[src/rtl/commit_trace_buffer.sv]
// Retirement-trace capture: filters commit records into a first-word-fall-through FIFO,
// with a PC trigger and post-trigger window, plus drop accounting for a full FIFO.
module commit_trace_buffer #(
  parameter int unsigned XLEN      = 32,
  parameter int unsigned DEPTH     = 16,
  parameter int unsigned POST_TRIG = 4
) (
  input  logic                       clk_i,
  input  logic                       rst_i,
  input  logic                       enable_i,
  input  logic                       clear_i,
  input  logic [1:0]                 filter_i,
  input  logic                       trig_en_i,
  input  logic [XLEN-1:0]            trig_pc_i,
  input  logic                       commit_i,
  input  logic [XLEN-1:0]            pc_i,
  input  logic [XLEN-1:0]            instr_i,
  input  logic [4:0]                 reg_addr_i,
  input  logic [XLEN-1:0]            reg_data_i,
  input  logic                       mem_wrt_i,
  input  logic [XLEN-1:0]            mem_addr_i,
  input  logic [XLEN-1:0]            mem_data_i,
  output logic                       rec_valid_o,
  input  logic                       rec_ready_i,
  output logic [XLEN-1:0]            rec_pc_o,
  output logic [XLEN-1:0]            rec_instr_o,
  output logic [4:0]                 rec_reg_addr_o,
  output logic [XLEN-1:0]            rec_reg_data_o,
  output logic                       rec_mem_wrt_o,
  output logic [XLEN-1:0]            rec_mem_addr_o,
  output logic [XLEN-1:0]            rec_mem_data_o,
  output logic                       rec_trig_o,
  output logic [$clog2(DEPTH):0]     count_o,
  output logic [15:0]                drop_cnt_o,
  output logic                       overflow_o,
  output logic [1:0]                 state_o
);

  localparam int unsigned AW = $clog2(DEPTH);
  localparam int unsigned CW = AW + 1;
  localparam logic [CW-1:0] Full = CW'(DEPTH);
  localparam logic [7:0] PostLast = (POST_TRIG == 0) ? 8'd0 : 8'(POST_TRIG - 1);

  typedef enum logic [1:0] {
    StIdle = 2'b00,
    StRun  = 2'b01,
    StPost = 2'b10,
    StHalt = 2'b11
  } state_e;

  state_e          state_q, state_d;
  logic [7:0]      post_cnt_q, post_cnt_d;
  logic [AW-1:0]   wr_ptr_q, wr_ptr_d;
  logic [AW-1:0]   rd_ptr_q, rd_ptr_d;
  logic [CW-1:0]   count_q, count_d;
  logic [15:0]     drop_cnt_q, drop_cnt_d;
  logic            overflow_q, overflow_d;

  logic [XLEN-1:0] mem_pc_q       [DEPTH];
  logic [XLEN-1:0] mem_instr_q    [DEPTH];
  logic [4:0]      mem_reg_addr_q [DEPTH];
  logic [XLEN-1:0] mem_reg_data_q [DEPTH];
  logic            mem_mem_wrt_q  [DEPTH];
  logic [XLEN-1:0] mem_mem_addr_q [DEPTH];
  logic [XLEN-1:0] mem_mem_data_q [DEPTH];
  logic            mem_trig_q     [DEPTH];

  logic filt_match, is_trig, capturing, qual, full, pop, push, drop, mem_we;

  always_comb begin
    case (filter_i)
      2'b00:   filt_match = 1'b1;
      2'b01:   filt_match = (reg_addr_i != 5'd0);
      2'b10:   filt_match = mem_wrt_i;
      default: filt_match = (reg_addr_i != 5'd0) | mem_wrt_i;
    endcase
    capturing = enable_i & ((state_q == StRun) | (state_q == StPost));
    is_trig   = capturing & (state_q == StRun) & trig_en_i & commit_i & (pc_i == trig_pc_i);
    qual      = capturing & commit_i & (filt_match | is_trig);
    full      = (count_q == Full);
    pop       = (count_q != '0) & rec_ready_i;
    push      = qual & (!full | pop);
    drop      = qual & full & !pop;
    mem_we    = push & !clear_i & !rst_i;
  end

  // Next-state for FSM, pointers and counters; clear flushes but only idles when disabled.
  always_comb begin
    state_d    = state_q;
    post_cnt_d = post_cnt_q;
    wr_ptr_d   = wr_ptr_q;
    rd_ptr_d   = rd_ptr_q;
    count_d    = count_q;
    drop_cnt_d = drop_cnt_q;
    overflow_d = overflow_q;

    if (clear_i) begin
      if (!enable_i) state_d = StIdle;
      wr_ptr_d   = '0;
      rd_ptr_d   = '0;
      count_d    = '0;
      drop_cnt_d = '0;
      overflow_d = 1'b0;
    end else begin
      if (!enable_i) begin
        state_d = StIdle;
      end else begin
        case (state_q)
          StIdle: state_d = StRun;
          StRun: begin
            if (is_trig) begin
              if (POST_TRIG == 0) begin
                state_d = StHalt;
              end else begin
                state_d    = StPost;
                post_cnt_d = 8'd0;
              end
            end
          end
          StPost: begin
            if (qual) begin
              if (post_cnt_q == PostLast) state_d = StHalt;
              else post_cnt_d = post_cnt_q + 8'd1;
            end
          end
          default: state_d = StHalt;
        endcase
      end
      if (push) wr_ptr_d = wr_ptr_q + AW'(1);
      if (pop)  rd_ptr_d = rd_ptr_q + AW'(1);
      count_d = count_q + CW'(push) - CW'(pop);
      if (drop && drop_cnt_q != 16'hFFFF) drop_cnt_d = drop_cnt_q + 16'd1;
      overflow_d = overflow_q | drop;
    end
  end

  always_ff @(posedge clk_i) begin
    if (rst_i) begin
      state_q    <= StIdle;
      post_cnt_q <= 8'd0;
      wr_ptr_q   <= '0;
      rd_ptr_q   <= '0;
      count_q    <= '0;
      drop_cnt_q <= 16'd0;
      overflow_q <= 1'b0;
    end else begin
      state_q    <= state_d;
      post_cnt_q <= post_cnt_d;
      wr_ptr_q   <= wr_ptr_d;
      rd_ptr_q   <= rd_ptr_d;
      count_q    <= count_d;
      drop_cnt_q <= drop_cnt_d;
      overflow_q <= overflow_d;
    end
  end

  // Storage is not reset; outputs are masked by rec_valid_o instead.
  always_ff @(posedge clk_i) begin
    if (mem_we) begin
      mem_pc_q[wr_ptr_q]       <= pc_i;
      mem_instr_q[wr_ptr_q]    <= instr_i;
      mem_reg_addr_q[wr_ptr_q] <= reg_addr_i;
      mem_reg_data_q[wr_ptr_q] <= reg_data_i;
      mem_mem_wrt_q[wr_ptr_q]  <= mem_wrt_i;
      mem_mem_addr_q[wr_ptr_q] <= mem_addr_i;
      mem_mem_data_q[wr_ptr_q] <= mem_data_i;
      mem_trig_q[wr_ptr_q]     <= is_trig;
    end
  end

  always_comb begin
    rec_valid_o    = (count_q != '0);
    rec_pc_o       = rec_valid_o ? mem_pc_q[rd_ptr_q]       : '0;
    rec_instr_o    = rec_valid_o ? mem_instr_q[rd_ptr_q]    : '0;
    rec_reg_addr_o = rec_valid_o ? mem_reg_addr_q[rd_ptr_q] : '0;
    rec_reg_data_o = rec_valid_o ? mem_reg_data_q[rd_ptr_q] : '0;
    rec_mem_wrt_o  = rec_valid_o ? mem_mem_wrt_q[rd_ptr_q]  : 1'b0;
    rec_mem_addr_o = rec_valid_o ? mem_mem_addr_q[rd_ptr_q] : '0;
    rec_mem_data_o = rec_valid_o ? mem_mem_data_q[rd_ptr_q] : '0;
    rec_trig_o     = rec_valid_o ? mem_trig_q[rd_ptr_q]     : 1'b0;
    count_o        = count_q;
    drop_cnt_o     = drop_cnt_q;
    overflow_o     = overflow_q;
    state_o        = state_q;
  end

endmodule
[config.mk]
export PLATFORM = sky130hd
export DESIGN_NAME = commit_trace_buffer
export DESIGN_NICKNAME = d
export VERILOG_FILES = /design/src/rtl/commit_trace_buffer.sv
export SDC_FILE = /design/constraint.sdc
export NUM_CORES = 2
export LEC_CHECK = 0
export ABC_CLOCK_PERIOD_IN_PS = 19500
export CELL_PAD_IN_SITES_DETAIL_PLACEMENT = 0
export CELL_PAD_IN_SITES_GLOBAL_PLACEMENT = 2
export CORE_MARGIN = 2
export CORE_UTILIZATION = 29
export CTS_CLUSTER_DIAMETER = 50
export DETAILED_ROUTE_END_ITERATION = 8
export GPL_ROUTABILITY_DRIVEN = 1
export GPL_TIMING_DRIVEN = 0
export PLACE_DENSITY_LB_ADDON = 0.1
export SLEW_MARGIN = 10
export SYNTH_ARGS = -nofsm -noshare
export SYNTH_HDL_FRONTEND = slang
export SYNTH_SLANG_ARGS = --single-unit
[constraint.sdc]
create_clock -name clk_i -period 19.5 [get_ports clk_i]
set_input_delay 4.875 -clock clk_i [delete_from_list [all_inputs] [get_ports clk_i]]
set_output_delay 4.875 -clock clk_i [all_outputs]
set_load 0.03 [all_outputs]
* Word level (Yosys, flattened, before mapping)
Memory sizes are Yosys's and may differ from the RTL's. A register that Yosys moved wholly into a read port is not among the register bits.
Index checks and enable logic that the tools add are counted.
** Cells by class
- Add/subtract/negate cells :: 6
- Equal/unequal tests :: 15
- Bitwise gates (word level) :: 19
- Multiplexer cells :: 38
- Reductions and logical operators :: 13
** Operators by type and width (number)
- $mux 32 :: 5
- $mux 4 :: 16
- $eq 32x32->1 :: 1
- $mux 8 :: 3
- $add 16x1->16 const B :: 1
- $ne 16x16->1 const B :: 1
- $pmux 8 s2 :: 1
- $and 1x1->1 :: 13
- $mux 2 :: 6
- $reduce_bool 5->1 :: 2
- $add 4x1->4 const B :: 2
- $add 8x1->8 const B :: 1
- $eq 8x2->1 const B :: 1
- $ne 2x2->1 const B :: 4
- $ne 3x3->1 const B :: 2
- $pmux 2 s3 :: 1
- $reduce_and 6->1 :: 1
- $add 5x1->5 :: 1
- $eq 5x5->1 const B :: 1
- $mux 5 :: 1
- $or 1x1->1 :: 5
- $sub 5x1->5 :: 1
- $eq 2x1->1 const B :: 2
- $eq 2x2->1 const B :: 2
- 10 further kinds :: 17
** Word-level totals
- Logic and storage cells :: 106
- Bits in registers :: 40
- Memory bits (writable) :: 2672
- Memories :: 8
- Bits of input ports :: 207
- Output and inout port bits :: 192
** Memory list
- mem_instr_q :: depth 16, width 32, read ports 1, clocked after memory_dff 1, wr ports 1, line 60 : logic [XLEN-1:0] mem_instr_q [DEPTH];
- mem_mem_addr_q :: depth 16, width 32, read ports 1, clocked after memory_dff 1, wr ports 1, line 64 : logic [XLEN-1:0] mem_mem_addr_q [DEPTH];
- mem_mem_data_q :: depth 16, width 32, read ports 1, clocked after memory_dff 1, wr ports 1, line 65 : logic [XLEN-1:0] mem_mem_data_q [DEPTH];
- mem_pc_q :: depth 16, width 32, read ports 1, clocked after memory_dff 1, wr ports 1, line 59 : logic [XLEN-1:0] mem_pc_q [DEPTH];
- mem_reg_data_q :: depth 16, width 32, read ports 1, clocked after memory_dff 1, wr ports 1, line 62 : logic [XLEN-1:0] mem_reg_data_q [DEPTH];
- mem_reg_addr_q :: depth 16, width 5, read ports 1, clocked after memory_dff 1, wr ports 1, line 61 : logic [4:0] mem_reg_addr_q [DEPTH];
- 2 more memories

* Depth between registers and ports, before layout
- Depth in word-level cells :: 14
- Gate-level depth with buffers :: 16
- Mapped depth without buffers :: 16

* Least setup slack after synthesis
Ideal clock, no wire load.
- Path type :: in2reg
- Start :: input trig_pc_i[5]
- End :: memory mem_instr_q[15][0] (enable)
- Cell stages on the path :: 7
- Buffers on the path :: 0
- Setup slack :: 1139 ps
- Data arrival time :: 17463 ps
- Cell sequence :: xor2_1 -> or2_1 -> nor4_1 -> nand3_1 -> a21oi_2 -> nand2_1 -> nor3_1
** Between the ends
- Word-level cells in the longest chain between the ends :: 9
** RTL lines
- from (decl) :: line 14 : input logic [XLEN-1:0] trig_pc_i,
- $eq 32x32->1 :: line 78 : is_trig = capturing & (state_q == StRun) & trig_en_i & commit_i & (pc_i == trig_pc_i);
- $and 1x1->1 :: line 78
- $or 1x1->1 :: line 79 : qual = capturing & commit_i & (filt_match | is_trig);
- $and 1x1->1 :: line 79
- $and 1x1->1 :: line 82 : push = qual & (!full | pop);
- $and 1x1->1 (2 in series) :: line 84 : mem_we = push & !clear_i & !rst_i;
- $mux 1 :: line 159 : if (mem_we) begin
- $mux 1 (implied by the code) :: line 161 : mem_instr_q[wr_ptr_q] <= instr_i;
- to (decl) :: line 60
No other way between the ends.

==> results.sh <==
export IMPL_power_leakage_uw=0.0393
export IMPL_grt_first_pass_wirelength_um=440000
export IMPL_start_util_pct=29.2
export IMPL_antenna_found_initial=83
export IMPL_synth_edf_count=2672
export IMPL_detail_route_antenna_nets=0
export IMPL_startpoint_type="register"
export IMPL_fin_nets=5445
export IMPL_drt_iter0_markers=4157
export IMPL_synth_ff_type="edfxtp_1"
export IMPL_postPlaceCellArea_um2=117000
export IMPL_worst_pin_slew_ns=1.23
export IMPL_whs_path_depth=2
export IMPL_dieArea_um2=363000
export IMPL_finalCoreUtilization_pct=36.5
export IMPL_grt_overflow=0
export IMPL_worst_hold_path_type="reg2reg"
export IMPL_rsz0062_at_grt="false"
export IMPL_crit_type="reg2out"
export IMPL_vias_per_cell=4.82
export IMPL_pin_count=399
export IMPL_cellPowerDensity_nw_per_um2=121
export IMPL_endpoint_kind="primary output"
export IMPL_reg2regPathDepth=17
export IMPL_dr_pass1_iters=6
export IMPL_finalSetupViolations=0
export IMPL_max_freq_ghz=0.0957
export IMPL_synth_cells=4236
export IMPL_coreArea_um2=356000
export IMPL_cts_tree="built"
export IMPL_place_gp_congestion=0.689
export IMPL_place_hpwl_um=200000
export IMPL_syn_avg_cell_area_um2=24.5
export IMPL_worst_hold_startpoint="overflow_o$_SDFF_PP0_"
export IMPL_period_needed_ns=10.45
export IMPL_async_reset_ff_share_pct=0
export IMPL_ctsHoldBuffers=0
export IMPL_regToRegSetupSlack_ns=13.73
export IMPL_wl_per_cell_um=30.9
export IMPL_required_ns=14.62
export IMPL_relSlewSlack_pct=17.7
export IMPL_hold_viol_final=0
export IMPL_clk_latency_ns=0.94
export IMPL_clock_path_buffers=4
export IMPL_timing_rr_end="mem_reg_data_q[11][9]$_DFFE_PP_"
export IMPL_status="finished, final reports clean"
export IMPL_post_cts_buffers=0
export IMPL_yosys_warnings=0
export IMPL_fin_setup_tns_ns=0
export IMPL_yosys_register_bits=2716
export IMPL_rows=219
export IMPL_cts_resized_gates=0
export IMPL_synth_area_um2=104000
export IMPL_finalCritPeriodShare_pct=53.6
export IMPL_routed_wl_um=318000
export IMPL_syn_to_final_growth_pct=25.1
export IMPL_tritoncts_num_buffers=379
export IMPL_grt_pass1_vias=53500
export IMPL_cts_sinks=2716
export IMPL_die_w_um=602
export IMPL_port_buffers=398
export IMPL_drc_errors=0
export IMPL_clock_root_buffer="clkbuf_16"
export IMPL_clk_pin_slew_ns=0.05
export IMPL_num_vias=49600
export IMPL_grtUsageTotal_pct=17.4
export IMPL_fp_dieH_um=602
export IMPL_arrival_ns=5.58
export IMPL_grt_max_degree=34
export IMPL_htreeDepth=5
export IMPL_timing_rr_start="state_o[1]$_SDFFE_PP0P_"
export IMPL_ir_drop_mv=0.0718
export IMPL_min_to="overflow_o$_SDFF_PP0_"
export IMPL_slew_violations=0
export IMPL_drv_cap=0
export IMPL_final_setup_skew_ns=0.0535
export IMPL_worstPathMaxFanout=10
export IMPL_synth_nets=4461
export IMPL_synth_seq_area_share_pct=78.2
export IMPL_synth_distinct_cells=52
export IMPL_fin_area_um2=130000
export IMPL_drive_gt1_share_pct=31.4
[critical path, stage by stage, from the launching register on]
cell and delay (ns):
dfxtp_1 0.32, clkbuf_1 0.79, clkbuf_2 0.57, buf_16 0.21, clkbuf_1 0.85, mux4_2 0.42, mux4_2 0.45, and2_1 0.20
clkdlybuf4s50_1 0.81
[placed cells by master (no fill, tap or decap), types with 8 or more instances in the layout]
cell type / instances
edfxtp_1: 2672
mux4_2: 835
clkdlybuf4s50_1: 398
clkbuf_16: 383
and2_1: 172
clkbuf_1: 170
buf_4: 81
buf_16: 62
clkinv_2: 54
buf_6: 48
bufinv_16: 45
dfxtp_1: 44
clkinvlp_4: 43
clkinv_1: 42
clkbuf_2: 41
xnor2_1: 40
nor2_1: 32
nand2_1: 29
clkinv_4: 29
inv_6: 28
buf_1: 27
buf_2: 22
nand4_1: 18
inv_1: 17
ha_1: 17
nand3_1: 15
diode_2: 13
buf_12: 13
and3_4: 12
a21oi_1: 12
nand2b_1: 9
or3_1: 8
mux2i_1: 8
inv_8: 8
[cell usage after synthesis, types with 7 or more instances]
cell type	n	area share, %
dfxtp_1	44	0.85
buf_2	11	0.053
and3_1	17	0.10
mux2i_1	8	0.077
mux4_2	835	18
clkbuf_1	145	0.52
nand2_1	29	0.10
and2_1	172	1.0
o21ai_0	7	0.034
edfxtp_1	2672	77
xor2_1	7	0.059
or3_1	8	0.048
nand3_1	15	0.072
xnor2_1	40	0.34
nor3_1	9	0.043
inv_1	17	0.061
nand2b_1	9	0.054
ha_1	17	0.20
a21oi_1	12	0.058
nor2_1	32	0.12
buf_1	58	0.21
nand4_1	18	0.11
[registers in the layout, summed over array words and instances (netlist names), 5 cells and up, named ones only]
signal / flops
post_cnt_q: 8
mem_mem_addr_q: 512
mem_mem_wrt_q: 16
mem_reg_addr_q: 80
drop_cnt_o: 16
mem_trig_q: 16
mem_instr_q: 512
count_o: 5
mem_reg_data_q: 512
mem_pc_q: 512
mem_mem_data_q: 512
[how the worst max path moves through the flow]
stage	start	end	slack, ns	depth (start not counted)
floorplan	trig_pc_i[5]	mem_instr_q[15][0]$_DFFE_PP_	1.14	7
global placement	pc_i[1]	mem_reg_data_q[11][22]$_DFFE_PP_	-23.34	8
detailed placement	pc_i[1]	mem_reg_data_q[11][9]$_DFFE_PP_	7.73	16
CTS	pc_i[1]	mem_reg_data_q[11][8]$_DFFE_PP_	8.74	16
global route	pc_i[1]	mem_reg_data_q[11][6]$_DFFE_PP_	8.73	16
finish	register	rec_reg_data_o[31]	9.05	8
[metal layers]
layer  global-route usage [%]  up-vias  wire, um
li1                         -    20400         -
met1                     23.5    27400    139000
met2                     29.1     1353    157000
met3                     3.23      469     15600
met4                     4.02       44      6610
met5                        0        -       292
[power breakdown]
part | internal [uW] | total (uW) | leakage [uW] | switching [uW]
Clock | 4230 | 6920 | 0.00611 | 2680
Combinational | 906 | 2370 | 0.00887 | 1460
Sequential | 6420 | 6420 | 0.0244 | 4.96
Total | 11600 | 15700 | 0.0393 | 4150
[logic make-up after synthesis]
group / Yosys count / share of synthesized area, %
AOI/OAI and AO/OA: 42 / 0.274
and+or+nand+nor: 338 / 1.90
xor gates and xnor gates: 47 / 0.397
adders and majority gates: 18 / 0.224
DFF: 2716 / 78.2
buffers and inverters: 232 / 0.860
muxes: 843 / 18.2
[cell type report]
cell class / instances / area, um^2
Fill cell: 32600 / 226000
Sequential cell: 2716 / 81100
Multi-Input combinational cell: 1288 / 21900
Clock buffer: 430 / 9770
Timing Repair Buffer: 603 / 7120
Tap cell: 4751 / 5940
Clock inverter: 262 / 2980
Buffer: 215 / 893
Inverter: 17 / 63.8
Antenna cell: 13 / 32.5
[per-stage QoR]
stage | setup slack (ns) | hold WS (ns) | power [uW] | std cells
2_1_floorplan | 1.14 | 0.433 | 7770 | 4236
3_3_place_gp | -23.34 | 0.444 | 9000 | 9385
3_5_place_dp | 7.73 | 0.443 | 9020 | 9588
4_1_cts | 8.74 | 0.462 | 16000 | 10300
5_1_grt | 8.73 | 0.499 | 16300 | 10300
6_report | 9.05 | 0.452 | 15700 | 10300
Note: power is estimated with default switching activity, not from simulation.
